<file path="src/rtl/alu_div_issue_ctrl_if.sv">
// Bundle between the divider issue controller and its neighbours: EX request side,
// divider operand/handshake side, and result consumer side.
interface alu_div_issue_ctrl_if #(
  parameter int C_WIDTH     = 32,
  parameter int C_LOG_WIDTH = 6
);
  logic                   ReqVld_SI;
  logic                   ReqRdy_SO;
  logic [C_WIDTH-1:0]     ReqOpA_DI;
  logic [C_WIDTH-1:0]     ReqOpB_DI;
  logic [1:0]             ReqOpCode_DI;
  logic [C_WIDTH-1:0]     OpA_DO;
  logic [C_WIDTH-1:0]     OpB_DO;
  logic [C_LOG_WIDTH-1:0] OpBShift_DO;
  logic                   OpBIsZero_SO;
  logic                   OpBSign_SO;
  logic [1:0]             OpCode_SO;
  logic                   InVld_SO;
  logic                   OutVld_SI;
  logic                   OutRdy_SO;
  logic [C_WIDTH-1:0]     Res_DI;
  logic                   ResVld_SO;
  logic                   ResRdy_SI;
  logic [C_WIDTH-1:0]     Res_DO;
  logic                   Err_SO;
  logic [15:0]            IssueCnt_DO;

  modport master (
    input  ReqVld_SI, ReqOpA_DI, ReqOpB_DI, ReqOpCode_DI, OutVld_SI, Res_DI, ResRdy_SI,
    output ReqRdy_SO, OpA_DO, OpB_DO, OpBShift_DO, OpBIsZero_SO, OpBSign_SO, OpCode_SO,
           InVld_SO, OutRdy_SO, ResVld_SO, Res_DO, Err_SO, IssueCnt_DO
  );

  modport slave (
    output ReqVld_SI, ReqOpA_DI, ReqOpB_DI, ReqOpCode_DI, OutVld_SI, Res_DI, ResRdy_SI,
    input  ReqRdy_SO, OpA_DO, OpB_DO, OpBShift_DO, OpBIsZero_SO, OpBSign_SO, OpCode_SO,
           InVld_SO, OutRdy_SO, ResVld_SO, Res_DO, Err_SO, IssueCnt_DO
  );
endinterface

</file>
<file path="src/rtl/alu_div_issue_ctrl.sv">
// Issue controller for the serial divider: captures one request, precomputes side-band
// operands, pulses InVld, collects the result and buffers it, with a response watchdog.
//   state | meaning
//   IDLE  | ready for a request from EX
//   ISSUE | single-cycle InVld pulse to the divider
//   WAIT  | waiting for OutVld, watchdog running
//   DONE  | result held for the consumer
module alu_div_issue_ctrl #(
  parameter int C_WIDTH     = 32,
  parameter int C_LOG_WIDTH = 6,
  parameter int C_TIMEOUT   = 48
) (
  input logic                  Clk_CI,
  input logic                  Rst_RI,
  alu_div_issue_ctrl_if.master Bus_S
);

  localparam int CNT_W = $clog2(C_TIMEOUT + 1);

  typedef enum logic [1:0] {IDLE, ISSUE, WAIT, DONE} state_e;

  state_e                 state_q;
  logic                   req_rdy_q, in_vld_q, out_rdy_q, res_vld_q, err_q;
  logic [C_WIDTH-1:0]     op_a_q, op_b_q, res_q;
  logic [1:0]             op_code_q;
  logic [C_LOG_WIDTH-1:0] shift_q;
  logic                   zero_q, sign_q;
  logic [15:0]            issue_cnt_q;
  logic [CNT_W-1:0]       cnt_q;

  logic                   sign_d, zero_d;
  logic [C_WIDTH-1:0]     x_d;
  logic [C_LOG_WIDTH-1:0] shift_d;

  // Leading-zero count; the highest set bit is visited last and wins.
  always_comb begin
    sign_d  = Bus_S.ReqOpCode_DI[0] & Bus_S.ReqOpB_DI[C_WIDTH-1];
    zero_d  = (Bus_S.ReqOpB_DI == '0);
    x_d     = sign_d ? ~Bus_S.ReqOpB_DI : Bus_S.ReqOpB_DI;
    shift_d = C_LOG_WIDTH'(C_WIDTH);
    for (int i = 0; i < C_WIDTH; i++) begin
      if (x_d[i]) shift_d = C_LOG_WIDTH'(C_WIDTH - 1 - i);
    end
  end

  always_ff @(posedge Clk_CI or posedge Rst_RI) begin
    if (Rst_RI) begin
      state_q     <= IDLE;
      req_rdy_q   <= 1'b0;
      in_vld_q    <= 1'b0;
      out_rdy_q   <= 1'b0;
      res_vld_q   <= 1'b0;
      err_q       <= 1'b0;
      op_a_q      <= '0;
      op_b_q      <= '0;
      op_code_q   <= '0;
      shift_q     <= '0;
      zero_q      <= 1'b0;
      sign_q      <= 1'b0;
      res_q       <= '0;
      issue_cnt_q <= '0;
      cnt_q       <= '0;
    end else begin
      case (state_q)
        IDLE: begin
          req_rdy_q <= 1'b1;
          // Ready is registered, so the first cycle after reset never accepts.
          if (Bus_S.ReqVld_SI && req_rdy_q) begin
            op_a_q    <= Bus_S.ReqOpA_DI;
            op_b_q    <= Bus_S.ReqOpB_DI;
            op_code_q <= Bus_S.ReqOpCode_DI;
            shift_q   <= shift_d;
            zero_q    <= zero_d;
            sign_q    <= sign_d;
            req_rdy_q <= 1'b0;
            in_vld_q  <= 1'b1;
            state_q   <= ISSUE;
          end
        end
        ISSUE: begin
          in_vld_q  <= 1'b0;
          out_rdy_q <= 1'b1;
          cnt_q     <= '0;
          state_q   <= WAIT;
        end
        WAIT: begin
          if (Bus_S.OutVld_SI) begin
            res_q       <= Bus_S.Res_DI;
            issue_cnt_q <= issue_cnt_q + 16'd1;
            out_rdy_q   <= 1'b0;
            res_vld_q   <= 1'b1;
            state_q     <= DONE;
          end else if (cnt_q == CNT_W'(C_TIMEOUT - 1)) begin
            err_q     <= 1'b1;
            out_rdy_q <= 1'b0;
            req_rdy_q <= 1'b1;
            state_q   <= IDLE;
          end else begin
            cnt_q <= cnt_q + 1'b1;
          end
        end
        DONE: begin
          if (Bus_S.ResRdy_SI) begin
            res_vld_q <= 1'b0;
            req_rdy_q <= 1'b1;
            state_q   <= IDLE;
          end
        end
        default: state_q <= IDLE;
      endcase
    end
  end

  assign Bus_S.ReqRdy_SO    = req_rdy_q;
  assign Bus_S.OpA_DO       = op_a_q;
  assign Bus_S.OpB_DO       = op_b_q;
  assign Bus_S.OpBShift_DO  = shift_q;
  assign Bus_S.OpBIsZero_SO = zero_q;
  assign Bus_S.OpBSign_SO   = sign_q;
  assign Bus_S.OpCode_SO    = op_code_q;
  assign Bus_S.InVld_SO     = in_vld_q;
  assign Bus_S.OutRdy_SO    = out_rdy_q;
  assign Bus_S.ResVld_SO    = res_vld_q;
  assign Bus_S.Res_DO       = res_q;
  assign Bus_S.Err_SO       = err_q;
  assign Bus_S.IssueCnt_DO  = issue_cnt_q;

endmodule
</file>
<file path="src/flat_wrapper.sv">
// flat-port wrapper written by rule: the top's interface ports become plain ports
module alu_div_issue_ctrl_flat 
#(
  parameter int C_WIDTH     = 32,
  parameter int C_LOG_WIDTH = 6,
  parameter int C_TIMEOUT   = 48
)
  (Clk_CI, Rst_RI, Bus_S_ReqVld_SI, Bus_S_ReqOpA_DI, Bus_S_ReqOpB_DI, Bus_S_ReqOpCode_DI, Bus_S_OutVld_SI, Bus_S_Res_DI, Bus_S_ResRdy_SI, Bus_S_ReqRdy_SO, Bus_S_OpA_DO, Bus_S_OpB_DO, Bus_S_OpBShift_DO, Bus_S_OpBIsZero_SO, Bus_S_OpBSign_SO, Bus_S_OpCode_SO, Bus_S_InVld_SO, Bus_S_OutRdy_SO, Bus_S_ResVld_SO, Bus_S_Res_DO, Bus_S_Err_SO, Bus_S_IssueCnt_DO);
  alu_div_issue_ctrl_if #(.C_WIDTH(C_WIDTH), .C_LOG_WIDTH(C_LOG_WIDTH)) Bus_S_i ();
  input logic Clk_CI;
  input logic Rst_RI;
  input wire logic [$bits(Bus_S_i.ReqVld_SI)-1:0] Bus_S_ReqVld_SI;
  input wire logic [$bits(Bus_S_i.ReqOpA_DI)-1:0] Bus_S_ReqOpA_DI;
  input wire logic [$bits(Bus_S_i.ReqOpB_DI)-1:0] Bus_S_ReqOpB_DI;
  input wire logic [$bits(Bus_S_i.ReqOpCode_DI)-1:0] Bus_S_ReqOpCode_DI;
  input wire logic [$bits(Bus_S_i.OutVld_SI)-1:0] Bus_S_OutVld_SI;
  input wire logic [$bits(Bus_S_i.Res_DI)-1:0] Bus_S_Res_DI;
  input wire logic [$bits(Bus_S_i.ResRdy_SI)-1:0] Bus_S_ResRdy_SI;
  output wire logic [$bits(Bus_S_i.ReqRdy_SO)-1:0] Bus_S_ReqRdy_SO;
  output wire logic [$bits(Bus_S_i.OpA_DO)-1:0] Bus_S_OpA_DO;
  output wire logic [$bits(Bus_S_i.OpB_DO)-1:0] Bus_S_OpB_DO;
  output wire logic [$bits(Bus_S_i.OpBShift_DO)-1:0] Bus_S_OpBShift_DO;
  output wire logic [$bits(Bus_S_i.OpBIsZero_SO)-1:0] Bus_S_OpBIsZero_SO;
  output wire logic [$bits(Bus_S_i.OpBSign_SO)-1:0] Bus_S_OpBSign_SO;
  output wire logic [$bits(Bus_S_i.OpCode_SO)-1:0] Bus_S_OpCode_SO;
  output wire logic [$bits(Bus_S_i.InVld_SO)-1:0] Bus_S_InVld_SO;
  output wire logic [$bits(Bus_S_i.OutRdy_SO)-1:0] Bus_S_OutRdy_SO;
  output wire logic [$bits(Bus_S_i.ResVld_SO)-1:0] Bus_S_ResVld_SO;
  output wire logic [$bits(Bus_S_i.Res_DO)-1:0] Bus_S_Res_DO;
  output wire logic [$bits(Bus_S_i.Err_SO)-1:0] Bus_S_Err_SO;
  output wire logic [$bits(Bus_S_i.IssueCnt_DO)-1:0] Bus_S_IssueCnt_DO;
  assign Bus_S_i.ReqVld_SI = Bus_S_ReqVld_SI;
  assign Bus_S_i.ReqOpA_DI = Bus_S_ReqOpA_DI;
  assign Bus_S_i.ReqOpB_DI = Bus_S_ReqOpB_DI;
  assign Bus_S_i.ReqOpCode_DI = Bus_S_ReqOpCode_DI;
  assign Bus_S_i.OutVld_SI = Bus_S_OutVld_SI;
  assign Bus_S_i.Res_DI = Bus_S_Res_DI;
  assign Bus_S_i.ResRdy_SI = Bus_S_ResRdy_SI;
  assign Bus_S_ReqRdy_SO = Bus_S_i.ReqRdy_SO;
  assign Bus_S_OpA_DO = Bus_S_i.OpA_DO;
  assign Bus_S_OpB_DO = Bus_S_i.OpB_DO;
  assign Bus_S_OpBShift_DO = Bus_S_i.OpBShift_DO;
  assign Bus_S_OpBIsZero_SO = Bus_S_i.OpBIsZero_SO;
  assign Bus_S_OpBSign_SO = Bus_S_i.OpBSign_SO;
  assign Bus_S_OpCode_SO = Bus_S_i.OpCode_SO;
  assign Bus_S_InVld_SO = Bus_S_i.InVld_SO;
  assign Bus_S_OutRdy_SO = Bus_S_i.OutRdy_SO;
  assign Bus_S_ResVld_SO = Bus_S_i.ResVld_SO;
  assign Bus_S_Res_DO = Bus_S_i.Res_DO;
  assign Bus_S_Err_SO = Bus_S_i.Err_SO;
  assign Bus_S_IssueCnt_DO = Bus_S_i.IssueCnt_DO;
  alu_div_issue_ctrl #(.C_WIDTH(C_WIDTH), .C_LOG_WIDTH(C_LOG_WIDTH), .C_TIMEOUT(C_TIMEOUT)) u_core (.Clk_CI(Clk_CI), .Rst_RI(Rst_RI), .Bus_S(Bus_S_i));
endmodule
</file>
<file path="config.mk">
export PLATFORM = sky130hd
export DESIGN_NAME = alu_div_issue_ctrl_flat
export DESIGN_NICKNAME = d
export VERILOG_FILES = /design/src/rtl/alu_div_issue_ctrl_if.sv /design/src/rtl/alu_div_issue_ctrl.sv /design/src/flat_wrapper.sv
export SDC_FILE = /design/constraint.sdc
export NUM_CORES = 1
export LEC_CHECK = 0
export CORE_MARGIN = 2
export CORE_UTILIZATION = 46
export DETAILED_ROUTE_END_ITERATION = 7
export MAX_ROUTING_LAYER = met4
export PLACE_DENSITY_LB_ADDON = 0.25
export SLEW_MARGIN = 20
export SYNTH_ARGS = -nofsm -noshare
export SYNTH_HDL_FRONTEND = slang
export SYNTH_SLANG_ARGS = --single-unit
</file>
<file path="constraint.sdc">
create_clock -name Clk_CI -period 7.3 [get_ports Clk_CI]
set_clock_uncertainty 0.1 [all_clocks]
set_input_delay 1.46 -clock Clk_CI [delete_from_list [all_inputs] [get_ports Clk_CI]]
set_output_delay 1.46 -clock Clk_CI [all_outputs]
set_load 0.02 [all_outputs]
</file>
# Word level (Yosys, flattened, before mapping)
# Index checks and enable logic that the tools add are counted.
[totals]
ff_bits = 135
word_cells = 101
output_inout_bits = 127
[op_classes]
reduce_logical = 16
n_mux = 54
bitwise = 3
n_addsub = 2
eq_ne = 11
[ops]
columns = ["operator", "count"]
rows = [
  ["2-to-1 mux 6 bit", 34],
  ["logical NOT 32 bit", 1],
  ["2-to-1 mux 32 bit", 1],
  ["NOT 32 bit", 1],
  ["adder 16 x 1 -> 16 bit, second input constant", 1],
  ["one-hot mux 6 bit (2 select lines)", 1],
  ["AND reduction 3 bit", 4],
  ["2-to-1 mux 1 bit", 9],
  ["2-to-1 mux 2 bit", 4],
  ["inequality test 2 bit, second input constant", 4],
  ["one-hot mux 2 bit (4 select lines)", 1],
  ["AND reduction 2 bit", 4],
  ["adder 6 x 1 -> 6 bit, second input constant", 1],
  ["== test 6 bit, second input constant", 1],
  ["one-hot mux 1 bit (2 select lines)", 3],
  ["nonzero test 2 bit", 3],
  ["== test 2 bit, second input constant", 2],
  ["inequality test 2 x 1 -> 1 bit, second input constant", 2],
  ["AND reduction 4 bit", 1],
  ["inequality test 3 x 2 -> 1 bit, second input constant", 1],
  ["one-hot mux 1 bit (3 select lines)", 1],
  ["nonzero test 3 bit", 1],
  ["== test 2 x 1 -> 1 bit, second input constant", 1],
  ["logical NOT 2 bit", 1],
  ["other kinds (3)", 3],
]

# Depth between registers and ports, before layout
[logic_depth]
word_depth = 34
ltp_mapped = 9
depth_no_buf = 8

# Worst setup path after synthesis
# No wires, ideal clock.
[synth_path]
path_type = "input to register"
from = "input Bus_S_ReqOpCode_DI[0]"
to = "register u_core.shift_q[0], in the netlist u_core.Bus_S.OpBShift_DO[0]"
path_slack_ns = 4.270
path_buffers = 2
arrival_time_ns = 2.864
required_time_ns = 7.134
cell_stages = 8
path_cell_list = "buf_6 -> and2_4 -> buf_6 -> a2111o_1 -> a222oi_1 -> a221oi_1 -> o21ai_1 -> a22o_1"
[synth_via]
elab_chain_cells = 34
[synth_lines]
columns = ["element", "line_no", "rtl"]
rows = [
  ["start, declared", "flat_wrapper.sv:15", "input wire logic [$bits(Bus_S_i.ReqOpCode_DI)-1:0] Bus_S_ReqOpCode_DI;"],
  ["AND 1 bit (*)", "alu_div_issue_ctrl.sv:37", "sign_d = Bus_S.ReqOpCode_DI[0] & Bus_S.ReqOpB_DI[C_WIDTH-1];"],
  ["2-to-1 mux 32 bit (*)", "alu_div_issue_ctrl.sv:39", "x_d = sign_d ? ~Bus_S.ReqOpB_DI : Bus_S.ReqOpB_DI;"],
  ["2-to-1 mux 6 bit (31 in series)", "alu_div_issue_ctrl.sv:42", "if (x_d[i]) shift_d = C_LOG_WIDTH'(C_WIDTH - 1 - i);"],
  ["2-to-1 mux 6 bit (*)", "alu_div_issue_ctrl.sv:42", ""],
  ["end signal, assigned", "alu_div_issue_ctrl.sv:72", "shift_q <= shift_d;"],
  ["end, declared", "alu_div_issue_ctrl.sv:26", "logic [C_LOG_WIDTH-1:0] shift_q;"],
]
# Mark *: on every way between the ends. The rest lies on a longest branch, timed or not.
# A chain may end at the register's enable or synchronous reset.

# Final worst setup path
[layout_path]
from = "input Bus_S_ReqOpB_DI[31]"
to = "register u_core.shift_q[0], in the netlist u_core.Bus_S.OpBShift_DO[0]"
[layout_via]
elab_chain_cells = 34
[layout_lines]
columns = ["element", "line_no", "rtl"]
rows = [
  ["start, declared", "flat_wrapper.sv:14", "input wire logic [$bits(Bus_S_i.ReqOpB_DI)-1:0] Bus_S_ReqOpB_DI;"],
  ["AND 1 bit", "alu_div_issue_ctrl.sv:37", ""],
  ["2-to-1 mux 32 bit (*)", "alu_div_issue_ctrl.sv:39", ""],
  ["2-to-1 mux 6 bit (31 in series)", "alu_div_issue_ctrl.sv:42", ""],
  ["2-to-1 mux 6 bit (*)", "alu_div_issue_ctrl.sv:42", ""],
]
# Marks and branches as above.

==> run_results.csv <==
group,metric,value,unit
run_status,status,"complete, no violations",
die,core,13100,um2
worst_hold_path,hp-class,"register to register",
final_layout,final_cells,1129,
die,die_h,119,um
yosys,yosys.area_share.simple,0.283,
placed_design,io_buffers,229,
final_layout,drive_above_1_share,0.0420,
clock_network,cts_tree,"done",
yosys,synthAdderAreaFrac,0.0123,
yosys,syn_nets,831,
timing,fin_crit_sh,0.467,
yosys,synth_top_family_by_area,"simple AND/OR/NAND/NOR gates",
yosys,synthArstFlopShare,1.00,
global_route,grt_usage,0.256,
clock_network,cts-root-buf,"clkbuf_16",
clock_network,numCtsBuffers,17,
die,dieArea,14300,um2
detailed_routing,route.detailed.drc,0,
power,p_leak,4.26,nW
power,power,0.00374,W
clock_network,cts_num_sinks,135,
yosys,yosysWarningCount,0,
detailed_routing,ant_nets,0,
timing,relSlewSlack,0.398,
yosys,ys_ff_latch,135,
final_layout,n_antenna_cell,0,
yosys,synthMuxAreaShare,0.00184,
placed_design,gp_congestion,0.929,
clock_network,cts_resized,0,
final_layout,syn2layout_area_growth,50.0,%
timing,fmax,294,MHz
yosys,yosysMostFrequentCell,"nand2_1",
clock_network,clk_latency,0.41,ns
die,start_util,0.466,
worst_setup_path,critPathCaptureType,"register",
detailed_routing,routed_wl,17000,um
timing,worstMarginPinSlew,0.903,ns
detailed_routing,dr.pass1.iters,5,
clock_network,cts_buffer_depth,2,
detailed_routing,wl_per_cell,15.1,um
yosys,post_synth.cell_area_avg,8.49,um2
detailed_routing,viasPerCell,5.10,
timing,period_minus_slack,3.41,ns
clock_network,hold_buffers,0,
timing,rsz0062_at_grt,"no",
die,ios,230,
yosys,synth_compound_area_frac,0.0909,
timing,slew_viol_final,0,
global_route,grt_pass1_wl,27900,um
yosys,synth_edf_count,0,
clock_network,cts_setup_buffers,0,
yosys,ys_top_cells_by_area,"dfrtp_1 55%, nand2_1 20%, o21ai_0 2.6%",
power,ir_drop,0.225,mV
final_layout,seqCellArea,3380,um2
timing,hold_viol,0,
final_layout,multi_input_area,2550,um2
global_route,antenna_found_initial,0,
yosys,synth_top_cell_by_area,"dfrtp_1",
yosys,syn-cell-area,6130,um2
detailed_routing,drt-initial-drc-count,521,
timing,worst_slack,3.89,ns
worst_setup_path,startpoint_type,"input port",
worst_setup_path,critPathMaxFanout,18,
clock_network,htree_levels,4,
global_route,grt_max_degree,85,
flow_run,drv_cap,0,
final_layout,fillers,1032,
timing,setup_viol,0,
detailed_routing,num_vias,5758,
yosys,ys_top_cells_by_count,"321 x nand2_1, 135 x dfrtp_1, 33 x nor2_1, 32 x o21ai_0, 25 x clkbuf_1",
yosys,syn-instance-count,722,
timing,fin_tns_setup,0,ns
placed_design,place_ws,3.49,ns
placed_design,dp_cells,1097,
worst_setup_path,path_class,"input port to register",
timing,hold_ws,0.371,ns
die,die_w,119,um
final_layout,final_net_count,1049,
global_route,grt-ovfl-total,0,
die,fp-row-count,42,
yosys,synth_top_area_frac,0.551,
yosys,yosysSeqAreaShare,0.551,
placed_design,dpl.hpwl,12000,um
yosys,synthFlopType,"dfrtp_1",
power,cellPowerDensity,407,nW/um2
global_route,grt_pass1_vias,5515,
worst_setup_path,worst-endpoint-required,7.56,ns
clock_network,path_clk_slew,0.06,ns
worst_setup_path,worstPathArrival,3.67,ns
yosys,synthDistinctLibCells,54,
yosys,yosys.area_share.xor_xnor,0.0257,
==> per-layer routing <==
layer | part of all wire | vias up | track usage
met5 | 0 | - | -
met4 | 0.020 | 0 | 0.0853
met3 | 0.083 | 26 | 0.0757
met2 | 0.46 | 246 | 0.403
met1 | 0.43 | 2669 | 0.319
li1 | - | 2817 | -
==> logic make-up after synthesis <==
family          Yosys count
flops                   135
buf+inv                  52
xor+xnor                 18
mux                       1
simple gates            421
compound gates           89
fa+ha+maj                 6
==> per-stage QoR <==
stage / utilization / cell area [um2]
final: 0.700 / 9190
after global routing: 0.700 / 9190
after CTS: 0.700 / 9190
after detailed placement: 0.650 / 8540
after global placement: 0.650 / 8540
after floorplan: - / 6130
==> worst max-delay path: stages <==
cell and delay (ns):
clkdlybuf4s50_1 0.67, and2_4 0.37, a2111o_1 0.41, a222oi_1 0.32, a221oi_1 0.13, o21ai_1 0.15
a22o_1 0.13
==> flip-flops by register name, summed over array words and instances, names as in the netlist <==
signal	count
u_core.Bus_S.Err_SO	1
u_core.Bus_S.InVld_SO	1
u_core.Bus_S.IssueCnt_DO	16
u_core.Bus_S.OpA_DO	32
u_core.Bus_S.OpBIsZero_SO	1
u_core.Bus_S.OpBShift_DO	6
u_core.Bus_S.OpBSign_SO	1
u_core.Bus_S.OpB_DO	32
u_core.Bus_S.OpCode_SO	2
u_core.Bus_S.OutRdy_SO	1
u_core.Bus_S.ReqRdy_SO	1
u_core.Bus_S.ResVld_SO	1
u_core.Bus_S.Res_DO	32
u_core.cnt_q	6
u_core.state_q	2
==> path summary, 6_finish.rpt <==
path | startpoint | to | slack (ns) | cells past startpoint
setup / recovery | Bus_S_ReqOpB_DI[31] | u_core.Bus_S.OpBShift_DO[0] | 3.89 | 7
hold / removal | u_core.Bus_S.Res_DO[26] | u_core.Bus_S.Res_DO[26] | 0.37 | 2
setup reg to reg | u_core.state_q[0] | u_core.Bus_S.IssueCnt_DO[15] | 4.87 | 8
hold reg to reg | u_core.Bus_S.Res_DO[26] | u_core.Bus_S.Res_DO[26] | 0.37 | 2
max in group asynchronous | Rst_RI | u_core.Bus_S.OpBIsZero_SO | 4.40 | 3
min in group asynchronous | Rst_RI | u_core.Bus_S.Res_DO[17] | 1.43 | 2
==> cell usage in the layout, fill, tap and decap left out, types with 4 or more instances in the layout <==
cell type and count:
nand2_1 320, clkdlybuf4s50_1 229, dfrtp_1 135, nor2_1 33, o21ai_0 32, inv_1 18, a21oi_1 18, nand3_1 18
clkbuf_16 17, xnor2_1 15, nand4_1 10, nor4_1 8, nor3_1 6, ha_1 6, bufinv_16 5, or3_1 4
o22ai_1 4, o31ai_1 4, clkinv_2 4
==> power breakdown <==
group	switching [W]	internal, W	leakage [nW]
registers	0.000172	0.00104	1.71
clock network	0.000308	0.000631	0.321
logic	0.000884	0.000701	2.23
total	0.00136	0.00237	4.26
==> layout make-up <==
class,count,share of cell area
multi-input combinational,535,0.278
sequential,135,0.368
clock inverter,9,0.0185
tap,176,0.0240
timing repair buffer,232,0.252
clock buffer,23,0.0520
inverter,19,0.00830
(Power assumes the default switching activity.)
